===== config.mk =====
export PLATFORM = sky130hd
export DESIGN_NAME = id_decode_stage
export DESIGN_NICKNAME = d
export VERILOG_FILES = /design/src/rtl/id_decode_stage.sv
export SDC_FILE = /design/constraint.sdc
export NUM_CORES = 1
export LEC_CHECK = 0
export ABC_AREA = 0
export ABC_CLOCK_PERIOD_IN_PS = 2600
export BUFFER_PORTS_ARGS = -buffer_cell sky130_fd_sc_hd__buf_2
export CAP_MARGIN = 10
export CORE_MARGIN = 8
export CORE_UTILIZATION = 40
export CTS_CLUSTER_DIAMETER = 80
export DETAILED_ROUTE_END_ITERATION = 10
export GPL_TIMING_DRIVEN = 0
export HOLD_SLACK_MARGIN = 0.15
export PLACE_DENSITY = 0.76
export SLEW_MARGIN = 5
export SYNTH_ARGS = -nofsm -noshare
export SYNTH_HDL_FRONTEND = slang
export SYNTH_SLANG_ARGS = --single-unit

===== constraint.sdc =====
create_clock -name clk -period 2.6 [get_ports clk]
set_clock_uncertainty 0.05 [all_clocks]
set_input_delay 0 -clock clk [delete_from_list [all_inputs] [get_ports clk]]
set_output_delay 0 -clock clk [all_outputs]
set_load 0.02 [all_outputs]

===== src/rtl/id_decode_stage.sv =====
// Instruction-decode pipeline register with load-use hazard stall and immediate-type decode.
// Optional stall-cycle counter enabled by defining ID_STALL_CNT_EN.
module id_decode_stage (
    input  logic        clk,
    input  logic        rst,
    input  logic        if_valid,
    input  logic [31:0] if_pc,
    input  logic [31:0] if_instr,
    output logic        id_ready,
    input  logic        flush,
    input  logic        ex_ready,
    input  logic        ex_mem_read,
    input  logic [4:0]  ex_rd,
    output logic        id_valid,
    output logic [31:0] id_pc,
    output logic [31:0] id_instr,
    output logic [24:0] imm_field,
    output logic [2:0]  imm_sel,
    output logic [4:0]  rs1,
    output logic [4:0]  rs2,
    output logic [4:0]  rd,
    output logic        illegal
`ifdef ID_STALL_CNT_EN
    ,
    output logic [31:0] stall_cycles
`endif
);

    typedef enum logic [6:0] {
        OP_LOAD   = 7'b0000011,
        OP_IMM    = 7'b0010011,
        OP_AUIPC  = 7'b0010111,
        OP_STORE  = 7'b0100011,
        OP_REG    = 7'b0110011,
        OP_LUI    = 7'b0110111,
        OP_BRANCH = 7'b1100011,
        OP_JALR   = 7'b1100111,
        OP_JAL    = 7'b1101111,
        OP_SYSTEM = 7'b1110011
    } opcode_e;

    typedef enum logic [2:0] {
        IMM_I    = 3'b000,
        IMM_S    = 3'b001,
        IMM_B    = 3'b010,
        IMM_U    = 3'b011,
        IMM_J    = 3'b100,
        IMM_NONE = 3'b111
    } imm_type_e;

    logic        valid_q;
    logic [31:0] pc_q;
    logic [31:0] instr_q;
    logic [6:0]  opcode;
    logic        uses_rs1;
    logic        uses_rs2;
    logic        legal;
    logic        hazard;
    logic        hold;

    assign opcode = instr_q[6:0];

    always_comb begin
        uses_rs1 = 1'b1;
        uses_rs2 = 1'b0;
        legal    = 1'b1;
        imm_sel  = IMM_NONE;
        case (opcode)
            OP_IMM, OP_LOAD, OP_JALR, OP_SYSTEM: imm_sel = IMM_I;
            OP_STORE: begin
                imm_sel  = IMM_S;
                uses_rs2 = 1'b1;
            end
            OP_BRANCH: begin
                imm_sel  = IMM_B;
                uses_rs2 = 1'b1;
            end
            OP_LUI, OP_AUIPC: begin
                imm_sel  = IMM_U;
                uses_rs1 = 1'b0;
            end
            OP_JAL: begin
                imm_sel  = IMM_J;
                uses_rs1 = 1'b0;
            end
            OP_REG: uses_rs2 = 1'b1;
            default: legal = 1'b0;
        endcase
    end

    assign rs1       = instr_q[19:15];
    assign rs2       = instr_q[24:20];
    assign rd        = instr_q[11:7];
    assign imm_field = instr_q[31:7];
    assign id_pc     = pc_q;
    assign id_instr  = instr_q;

    assign hazard   = valid_q & ex_mem_read & (ex_rd != 5'd0) &
                      ((uses_rs1 & (rs1 == ex_rd)) | (uses_rs2 & (rs2 == ex_rd)));
    assign hold     = hazard | (valid_q & ~ex_ready);
    assign id_ready = ~hold;
    assign id_valid = valid_q & ~hazard;
    assign illegal  = valid_q & ~legal;

    // Flush only kills the valid bit; pc/instr stay so decode outputs remain stable.
    always_ff @(posedge clk or posedge rst) begin
        if (rst) begin
            valid_q <= 1'b0;
            pc_q    <= '0;
            instr_q <= 32'h0000_0013;
        end else if (flush) begin
            valid_q <= 1'b0;
        end else if (id_ready) begin
            valid_q <= if_valid;
            pc_q    <= if_pc;
            instr_q <= if_instr;
        end
    end

`ifdef ID_STALL_CNT_EN
    logic [31:0] stall_cnt;

    always_ff @(posedge clk or posedge rst) begin
        if (rst) begin
            stall_cnt <= '0;
        end else if (valid_q & hold & ~flush) begin
            stall_cnt <= stall_cnt + 32'd1;
        end
    end

    assign stall_cycles = stall_cnt;
`endif

endmodule

==> impl_results.md, run 1 <==
* CTS sink count at 65
* Largest cells by area after synthesis: dfrtp_1, mux2_4, buf_4
* Synth top area share at 0.466
* Min Tclk post-route at 2440 ps
* Post-route DRC at 0
* Worst reg-to-reg path cell count at 7
* Total GRT Usage at 0.175
* Post-DR wirelength/cell at 16.4 um
* Unrepaired setup endpoints after global routing: false
* Antenna violations before repair at 0
* Starting DRT DRC Count at 63
* Min Hold Slack at 207 ps
* Via-to-Cell Ratio at 4.47
* Met3 WL at 792 um
* Max Freq at 409 MHz
* Largest net degree at the start of global routing at 34
* Cell area after layout at 0.00534 mm^2
* Antenna cells at 0
* Die width at 107 um
* Die Y at 107 um
* Area grow syn2layout at 60.4%
* Area of the core at 0.00813 mm^2
* Clock Path Buffers at 2
* Worst EP arrival at 2600 ps
* Routed Wire Length at 10,000 um
* Leakage at 2.73 nW
* Mapped Area at 0.00333 mm^2
* Final HPWL DP at 6910 um
* Placed Area at 0.00441 mm^2
* Clk slew on worst S/H paths at 80 ps
* Worst Slack Setup Final at 156 ps
* IO Port Bufs at 184
* Via count at 2,720
* Synthesized Nets at 308
* Pre-CTS setup slack at -325 ps
* TritonRoute pass-1 iters at 4
* Worst Tran Pin Value at 716 ps
* Crit Path Class: flop to flop
* Post-synthesis sequential area ratio at 0.489
* Ys Warns at 0
* GPL Wtd Cong at 0.770
* Cell Rows at 33
* Die area at 0.0115 mm^2
* TritonCTS Buffers at 9
* Multi-input logic area at 0.00131 mm^2
* Worst setup EP type: flop
* Initial Util at 0.409
* H-Tree Depth at 3
* Final-layout fill cell count at 618
* Final setup viols at 0
* Post-Syn Area per Cell at 14.3 um^2
* First-pass GRT wire length at 16,000 um
* Post-route ant nets at 0
* Max Slew Vio Count at 0
* Peak VDD IR at 0.371 mV
* Distinct cells, synth at 31
* Top sig layer: met4
* Grt ovf at 0
* Crit share post-route at 0.940
* Slew margin rel. at 0.522
* Vias in the first global route at 3,157
* Share of layout cells above drive strength 1 at 0.639
* Worst-Skew Late Latency at 330 ps
* Fin nets at 574
* Post-Syn Instances at 233
* Power per cell area at 639 mW/mm^2
* Status: finished clean
* Metal2 WL at 5240 um
* Max-cap violation count at 0
* Crit path max fanout at 10
* Root buf cell: clkbuf_8
* CTS tree: built
* Area taken by flip-flops and latches at 0.00163 mm^2
* Final-report hold violation count at 0
* Cell taking the most area after synthesis: dfrtp_1
* Metal1 wirelength at 3790 um
* IO Count at 185
* Hold Crit Depth at 5
* Final Power at 0.00341 W
* CP Launch Type: flop
* Req. time, crit path at 2760 ps
* Seq cells post-synth at 65
* Hold/Removal Path Class: primary input to flop
* Setup TNS at 0 ps
[per-stage QoR]
stage	instances	utilization
floorplan	233	-
global placement	522	0.540
detailed placement	523	0.543
CTS	609	0.656
global route	609	0.657
finish	609	0.657
[cells in the final DEF (no fill, tap or decap), types with 6 or more instances in the layout]
cell type / netlist / routed
buf_2: 0 / 184
buf_4: 40 / 41
mux2_4: 60 / 60
dfrtp_1: 62 / 62
buf_6: 6 / 6
nand2_1: 7 / 7
clkbuf_8: 0 / 11
xnor2_1: 11 / 11
clkbuf_1: 4 / 6
dlygate4sd3_1: 0 / 68
[sequential cells by signal (all words and copies together) (netlist names)]
name,cells
id_pc,32
valid_q,1
id_instr,32
[final cells by class]
| class | count | area share |
|---|---|---|
| Tap cell | 105 | 0.0246 |
| Multi-Input combinational cell | 115 | 0.246 |
| Clock buffer | 13 | 0.0279 |
| Inverter | 3 | 0.00211 |
| Sequential cell | 65 | 0.305 |
| Timing Repair Buffer | 255 | 0.309 |
| Buffer | 50 | 0.0736 |
| Clock inverter | 3 | 0.0122 |
[worst max-delay path: stages (launching register included)]
cell	delay, ps
dfrtp_1	470
or2_2	370
o311ai_2	300
a2111oi_2	120
nor4_4	330
buf_12	180
buf_6	180
mux2_4	310
[routing by layer]
metal	global-route usage	vias to the layer above
met1	0.186	1305
met2	0.312	107
met3	0.0605	16
met5	0	-
li1	-	1292
met4	0.0673	0
[cell families (layout without fill, tap and decap cells)]
group,count (synthesis),count (layout),share of synthesized area
AO/OA/AOI/OAI,12,12,0.0301
XOR/XNOR,11,11,0.0289
buffers and inverters,53,324,0.118
flip-flops,65,65,0.489
multiplexers,64,64,0.284
AND/OR/NAND/NOR,28,28,0.0492
[cells in the mapped netlist]
cell,n
a2111oi_0,1
a2111oi_2,1
a21oi_1,1
a31oi_1,1
and2_1,1
buf_4,40
buf_6,6
clkbuf_1,4
dfrtp_1,62
dfstp_2,3
inv_1,3
mux2_2,4
mux2_4,60
nand2_1,7
nand3_1,3
nand4_1,2
nand4b_1,1
nor2_1,4
nor2b_1,2
nor3_1,3
nor3b_1,1
nor4_1,1
nor4_4,1
o211ai_2,1
o21ai_0,4
o311ai_2,1
o31ai_1,1
o41ai_1,1
or2_2,1
or4_4,1
xnor2_1,11
[final timing paths]
path | startpoint | to | slack (ps)
worst max-delay path | id_instr[3] | id_pc[28] | 160
worst min-delay path | ex_mem_read | valid_q | 210
worst max register to register | id_instr[3] | id_pc[28] | 160
worst min register to register | id_pc[20] | id_pc[20] | 460
max in group asynchronous | rst | id_instr[4] | 1520
min in group asynchronous | rst | id_pc[14] | 290
[power breakdown]
part	total, W	internal [W]	switching [W]
logic	0.00120	0.000604	0.000591
registers	0.00126	0.00115	0.000116
clock network	0.000953	0.000567	0.000386
total	0.00341	0.00232	0.00109
[what timing repair did]
| item | 4_1_cts | 5_1_grt |
|---|---|---|
| pin swaps | 1 | 0 |
| resized for setup | 0 | 1 |
| hold buffers | 68 | 0 |
| endpoints found under the hold margin | 97 | 0 |
| setup buffers | 2 | 0 |
| setup endpoints to repair | 64 | 63 |
(Power assumes the default switching activity.)
==> inputs of run 2 (changes only) <==
--- a/config.mk
+++ b/config.mk
@@ -9,13 +9,15 @@
 export ABC_CLOCK_PERIOD_IN_PS = 2600
 export BUFFER_PORTS_ARGS = -buffer_cell sky130_fd_sc_hd__buf_2
 export CAP_MARGIN = 10
+export CELL_PAD_IN_SITES_DETAIL_PLACEMENT = 2
+export CELL_PAD_IN_SITES_GLOBAL_PLACEMENT = 2
 export CORE_MARGIN = 8
-export CORE_UTILIZATION = 40
+export CORE_UTILIZATION = 25
 export CTS_CLUSTER_DIAMETER = 80
 export DETAILED_ROUTE_END_ITERATION = 10
 export GPL_TIMING_DRIVEN = 0
 export HOLD_SLACK_MARGIN = 0.15
-export PLACE_DENSITY = 0.76
+export PLACE_DENSITY_LB_ADDON = 0.1
 export SLEW_MARGIN = 5
 export SYNTH_ARGS = -nofsm -noshare
 export SYNTH_HDL_FRONTEND = slang
==> run 2 against run 1 <==
  * Non-clock buffer count is the same
  * Critical path depth is the same
  * Cell count grew 12%
  * Total power grew 9.3%
  * Critical path type unchanged
  * Largest cell class unchanged
==> impl_results.md, run 2 (synthesized netlist as in run 1, its figures left out) <==
* CTS tree: built (unchanged)
* Unrepaired setup endpoints after global routing: false (unchanged)
* Initial Util at 0.254 (was 0.409)
* IO Count at 185 (unchanged)
* Crit path buf inv count at 2 (unchanged)
* IO Port Bufs at 184 (unchanged)
* Crit-path cells: or2_2 -> o311ai_2 -> a2111oi_2 -> nor4_4 -> buf_4 -> buf_6 -> mux2_4 (was or2_2 -> o311ai_2 -> a2111oi_2 -> nor4_4 -> buf_12 -> buf_6 -> mux2_4)
* Post-route DRC at 0 (unchanged)
* Min Tclk post-route at 2440 ps (about the same)
* Hold/Removal Path Class: primary input to flop (unchanged)
* Fin nets at 574 (unchanged)
* H-Tree Depth at 3 (unchanged)
* Status: finished clean (unchanged)
* Max Freq at 410 MHz (was 409 MHz)
* Routed Wire Length at 11,600 um (was 10,000 um)
* Final setup viols at 0 (unchanged)
* Peak VDD IR at 0.235 mV (was 0.371 mV)
* TritonRoute pass-1 iters at 5 (was 4)
* Final-report hold violation count at 0 (unchanged)
* Total GRT Usage at 0.136 (was 0.175)
* Commonest non-fill, non-tap cell in the layout: buf_2 (unchanged)
* Req. time, crit path at 2770 ps (was 2760 ps)
* Leakage at 2.77 nW (was 2.73 nW)
* Crit path max fanout at 10 (unchanged)
* Antenna violations before repair at 1 (was 0)
* Worst-Skew Late Latency at 340 ps (was 330 ps)
* First-pass GRT wire length at 18,600 um (was 16,000 um)
* Most frequent cells in the layout: buf_2, dlygate4sd3_1, dfrtp_1 (unchanged)
* Root buf cell: clkbuf_16 (was clkbuf_8)
* Power per cell area at 675 mW/mm^2 (was 639 mW/mm^2)
* Cell area after layout at 0.00553 mm^2 (was 0.00534 mm^2)
* Largest net degree at the start of global routing at 47 (was 34)
* Die Y at 131 um (was 107 um)
* Starting DRT DRC Count at 57 (was 63)
* Finished Layout Cells at 681 (was 609)
* Max-cap violation count at 0 (unchanged)
* Worst Slack Setup Final at 161 ps (was 156 ps)
* Slew margin rel. at 0.629 (was 0.522)
* Share of layout cells above drive strength 1 at 0.645 (was 0.639)
* Worst EP arrival at 2610 ps (was 2600 ps)
* CP Launch Type: flop (unchanged)
* Delay-heaviest family, CP: simple AND/OR/NAND/NOR gates (unchanged)
* Clk slew on worst S/H paths at 60 ps (was 80 ps)
* Clock Path Buffers at 2 (unchanged)
* TritonCTS Buffers at 9 (unchanged)
* Placed Area at 0.00451 mm^2 (was 0.00441 mm^2)
* Crit-path max cell delay at 470 ps (about the same)
* Slowest cell on the critical path: dfrtp_1 (unchanged)
* Post-DR wirelength/cell at 17.0 um (was 16.4 um)
* Vias in the first global route at 3,354 (was 3,157)
* Via-to-Cell Ratio at 4.10 (was 4.47)
* Final HPWL DP at 8220 um (was 6910 um)
* Cell Rows at 42 (was 33)
* Via count at 2,793 (was 2,720)
* Post-route ant nets at 0 (unchanged)
* GPL Wtd Cong at 0.659 (was 0.770)
* Worst Tran Pin Value at 555 ps (was 716 ps)
* Max Slew Vio Count at 0 (unchanged)
* Worst setup EP type: flop (unchanged)
* Crit share post-route at 0.938 (was 0.940)
* CTS sink count at 65 (unchanged)
* Post-Place Cells at 594 (was 523)
* Crit Path Class: flop to flop (unchanged)
* Area grow syn2layout at 66.0% (was 60.4%)
* Die area at 0.0173 mm^2 (was 0.0115 mm^2)
* Pre-CTS setup slack at -374 ps (was -325 ps)
* Grt ovf at 0 (unchanged)
* Area of the core at 0.0131 mm^2 (was 0.00813 mm^2)
* Die width at 131 um (was 107 um)
[run 2: final timing paths]
path	slack, ps	cells past startpoint	endpoint	startpoint
setup / recovery	160	7	id_pc[24]	id_instr[3]
hold / removal	190	4	valid_q	ex_ready
setup reg to reg	160	7	id_pc[24]	id_instr[3]
hold reg to reg	460	1	id_pc[5]	id_pc[5]
max in group asynchronous	1230	5	id_instr[18]	rst
min in group asynchronous	730	4	id_pc[25]	rst
[run 2: report_power, final]
group / switching, W / leakage (nW) / internal, W
sequential: 0.000119 / 0.757 / 0.00115
combinational: 0.000598 / 1.87 / 0.000604
clock: 0.000466 / 0.149 / 0.000795
total: 0.00118 / 2.77 / 0.00255
[run 2: per-layer routing]
metal	up-vias	wire (um)	GRT usage
li1	1294	-	-
met1	1380	4790	0.149
met2	108	5730	0.231
met3	11	847	0.0522
met4	0	209	0.0613
met5	-	0	0
[run 2: what timing repair did]
item | 4_1_cts | 5_1_grt
buffers inserted | 3 | 0
pin swaps | 1 | 0
cloned | 0 | 0
gates resized for setup | 0 | 1
endpoints found under the setup margin | 64 | 65
hold buffers | 68 | 0
hold endpoints to repair | 130 | 0
[run 2: cell type report]
cell class | instances | area, um^2
multi-input combinational | 115 | 1310
buffer | 49 | 389
clock buffer | 12 | 256
sequential | 65 | 1630
clock inverter | 4 | 51.3
fill | 1392 | 7610
antenna | 1 | 2.50
inverter | 3 | 13.8
tap | 176 | 220
timing repair buffer | 256 | 1650
[run 2: tightest hold or removal path, cell delays in order]
cell     delay (ps)
buf_2            80
nor2b_1          60
nor3_1          290
a21oi_1         110
[run 2: stage by stage]
step | utilization | power [W] | TNS, ps | hold WS (ps)
2_1_floorplan | - | 0.00202 | 0 | 13.1
3_3_place_gp | 0.341 | 0.00238 | -30570 | 161
3_5_place_dp | 0.343 | 0.00241 | -22160 | -62.4
4_1_cts | 0.420 | 0.00380 | 0 | 187
5_1_grt | 0.421 | 0.00392 | 0 | 260
6_report | 0.421 | 0.00373 | 0 | 194
==> inputs of run 3 (changes only) <==
--- a/config.mk
+++ b/config.mk
@@ -17,7 +17,7 @@
 export DETAILED_ROUTE_END_ITERATION = 10
 export GPL_TIMING_DRIVEN = 0
 export HOLD_SLACK_MARGIN = 0.15
-export PLACE_DENSITY_LB_ADDON = 0.1
+export PLACE_DENSITY_LB_ADDON = 0.08
 export SLEW_MARGIN = 5
 export SYNTH_ARGS = -nofsm -noshare
 export SYNTH_HDL_FRONTEND = slang
==> run 3 against run 2 <==
  * Clock power hardly changed
  * Sequential power hardly changed
  * Total power hardly changed
  * Cell area is 0.16% higher
  * Combinational power hardly changed
  * Sequential cell count stayed put
  * Sequential share of layout area hardly changed
  * Cell count stayed put
  * Non-clock buffer count is 1 higher
  * Largest cell class unchanged
  * Largest power group unchanged
  * Highest routed layer unchanged
==> impl_results.md, run 3 (synthesized netlist as in run 1, its figures left out) <==
* Worst-Skew Late Latency at 330 ps (was 340 ps)
* Reg power frac at 0.340 (about the same)
* TritonRoute pass-1 iters at 4 (was 5)
* Grt ovf at 0 (unchanged)
* Commonest non-fill, non-tap cell in the layout: buf_2 (unchanged)
* Worst Tran Pin Value at 542 ps (was 555 ps)
* Clk slew on worst S/H paths at 50 ps (was 60 ps)
* Clock power frac at 0.337 (was 0.338)
* TritonCTS Buffers at 9 (unchanged)
* Area of the core at 0.0131 mm^2 (unchanged)
* Peak VDD IR at 0.273 mV (was 0.235 mV)
* Hold/Removal Path Class: primary input to flop (unchanged)
* Via-to-Cell Ratio at 4.06 (was 4.10)
* Most frequent cells in the layout: buf_2, dlygate4sd3_1, dfrtp_1 (unchanged)
* Initial Util at 0.254 (unchanged)
* Worst R2R Setup Slack at 180 ps (was 160 ps)
* IO Count at 185 (unchanged)
* Worst setup EP type: flop (unchanged)
* Switching portion of total power at 0.317 (about the same)
* Crit share post-route at 0.933 (was 0.938)
* Crit path max fanout at 10 (unchanged)
* Routed Wire Length at 11,600 um (about the same)
* Antenna violations before repair at 0 (was 1)
* Pre-CTS setup slack at -363 ps (was -374 ps)
* Cell Rows at 42 (unchanged)
* Max-cap violation count at 0 (unchanged)
* Worst Setup SP: id_instr[3] (unchanged)
* Vias in the first global route at 3,386 (was 3,354)
* Slowest cell on the critical path: dfrtp_1 (unchanged)
* Status: finished clean (unchanged)
* Req. time, crit path at 2760 ps (was 2770 ps)
* Area grow syn2layout at 66.2% (was 66.0%)
* IO Port Bufs at 184 (unchanged)
* Critical path depth in cells at 7 (unchanged)
* Total GRT Usage at 0.139 (was 0.136)
* Worst reg-to-reg path cell count at 7 (unchanged)
* Power per cell area at 674 mW/mm^2 (was 675 mW/mm^2)
* Final-report hold violation count at 0 (unchanged)
* Placed Area at 0.00451 mm^2 (unchanged)
* Max Freq at 412 MHz (was 410 MHz)
* Post-route DRC at 0 (unchanged)
* Worst EP arrival at 2590 ps (was 2610 ps)
* Crit Path Class: flop to flop (unchanged)
* Starting DRT DRC Count at 119 (was 57)
* Delay-heaviest family, CP: simple AND/OR/NAND/NOR gates (unchanged)
* Final setup viols at 0 (unchanged)
* Crit Reg-Reg Startpoint: id_instr[3] (unchanged)
* P_int at 0.00255 W (about the same)
* Cell area after layout at 0.00554 mm^2 (was 0.00553 mm^2)
* GPL Wtd Cong at 0.704 (was 0.659)
* Root buf cell: clkbuf_16 (unchanged)
* Post-DR wirelength/cell at 17.1 um (was 17.0 um)
* H-Tree Depth at 3 (unchanged)
* Antenna cells at 0 (was 1)
* Min Tclk post-route at 2420 ps (was 2440 ps)
* CTS sink count at 65 (unchanged)
* CP Launch Type: flop (unchanged)
* Crit-path max cell delay at 460 ps (was 470 ps)
* Post-Place Cells at 594 (unchanged)
* Die area at 0.0173 mm^2 (unchanged)
* Post-route ant nets at 0 (unchanged)
* Combinational group share of total power at 0.323 (was 0.322)
* Leakage at 2.78 nW (was 2.77 nW)
* Via count at 2,767 (was 2,793)
* Net Switching at 0.00118 W (about the same)
* Die Y at 131 um (unchanged)
* Die width at 131 um (unchanged)
* Final HPWL DP at 8410 um (was 8220 um)
* Layout Utilization at 0.421 (about the same)
* Largest net degree at the start of global routing at 54 (was 47)
* Final Power at 0.00373 W (about the same)
* Unrepaired setup endpoints after global routing: false (unchanged)
* Fin nets at 575 (was 574)
* Setup crit end: id_instr[12] (was id_pc[24])
* Crit path buf inv count at 2 (unchanged)
* Finished Layout Cells at 681 (unchanged)
* Clock Path Buffers at 2 (unchanged)
* FF-to-FF End: id_instr[12] (was id_pc[24])
* Crit-path cells: or2_2 -> o311ai_2 -> a2111oi_2 -> nor4_4 -> buf_4 -> buf_6 -> mux2_4 (unchanged)
* CTS tree: built (unchanged)
* Worst Slack Setup Final at 175 ps (was 161 ps)
* First-pass GRT wire length at 19,100 um (was 18,600 um)
* Share of layout cells above drive strength 1 at 0.646 (was 0.645)
* Max Slew Vio Count at 0 (unchanged)
* Slew margin rel. at 0.638 (was 0.629)
run 3: changes by cell type in the layout (fill, tap and decap cells not counted):
cell           delta
dlygate4sd3_1     +1
clkbuf_2          +1
clkbuf_1          -1
diode_2           -1
run 3: repair_timing:
item,CTS,global route
setup endpoints to repair,64,63
hold buffers,69,0
endpoints found under the hold margin,130,0
cloned,0,0
setup buffers,3,0
pin swaps,1,0
gates resized for setup,0,3
run 3: cell type report:
cell class | count | area, um^2
Fill cell | 1395 | 7600
Clock buffer | 12 | 256
Multi-Input combinational cell | 115 | 1310
Inverter | 3 | 13.8
Clock inverter | 4 | 51.3
Timing Repair Buffer | 257 | 1660
Buffer | 49 | 390
Sequential cell | 65 | 1630
Tap cell | 176 | 220
run 3: through the flow:
| stage | setup TNS, ps | hold slack (ps) |
|---|---|---|
| CTS | 0 | 217 |
| floorplan | 0 | 13.1 |
| global placement | -32420 | 153 |
| detailed placement | -21780 | -112 |
| global route | 0 | 293 |
| finish | 0 | 206 |
run 3: worst min path at each step:
stage	cells past startpoint	from	end	slack (ps)
after floorplan	1	flush	valid_q	10
after global placement	2	flush	valid_q	150
after detailed placement	2	rst	id_pc[3]	-110
after CTS	5	ex_mem_read	valid_q	220
after global routing	5	ex_mem_read	valid_q	290
final	5	ex_mem_read	valid_q	210
run 3: power by group through the flow:
stage	Sequential [W]	Combinational, W	Clock [W]
final	0.00127	0.00121	0.00126
after global routing	0.00129	0.00129	0.00135
after CTS	0.00127	0.00123	0.00130
after detailed placement	0.00128	0.00114	0
after global placement	0.00127	0.00111	0
after floorplan	0.00143	0.000592	0
run 3: tightest hold or removal path, stage by stage:
cell	delay, ps
buf_2	110
nand4_1	80
nor4_2	60
nor3_1	170
a21oi_1	110
run 3: routing by layer:
metal / track usage / vias to the layer above / share of wire
li1: - / 1302 / -
met1: 0.157 / 1350 / 0.42
met2: 0.235 / 105 / 0.50
met3: 0.0507 / 10 / 0.071
met4: 0.0517 / 0 / 0.014
met5: 0 / - / 0
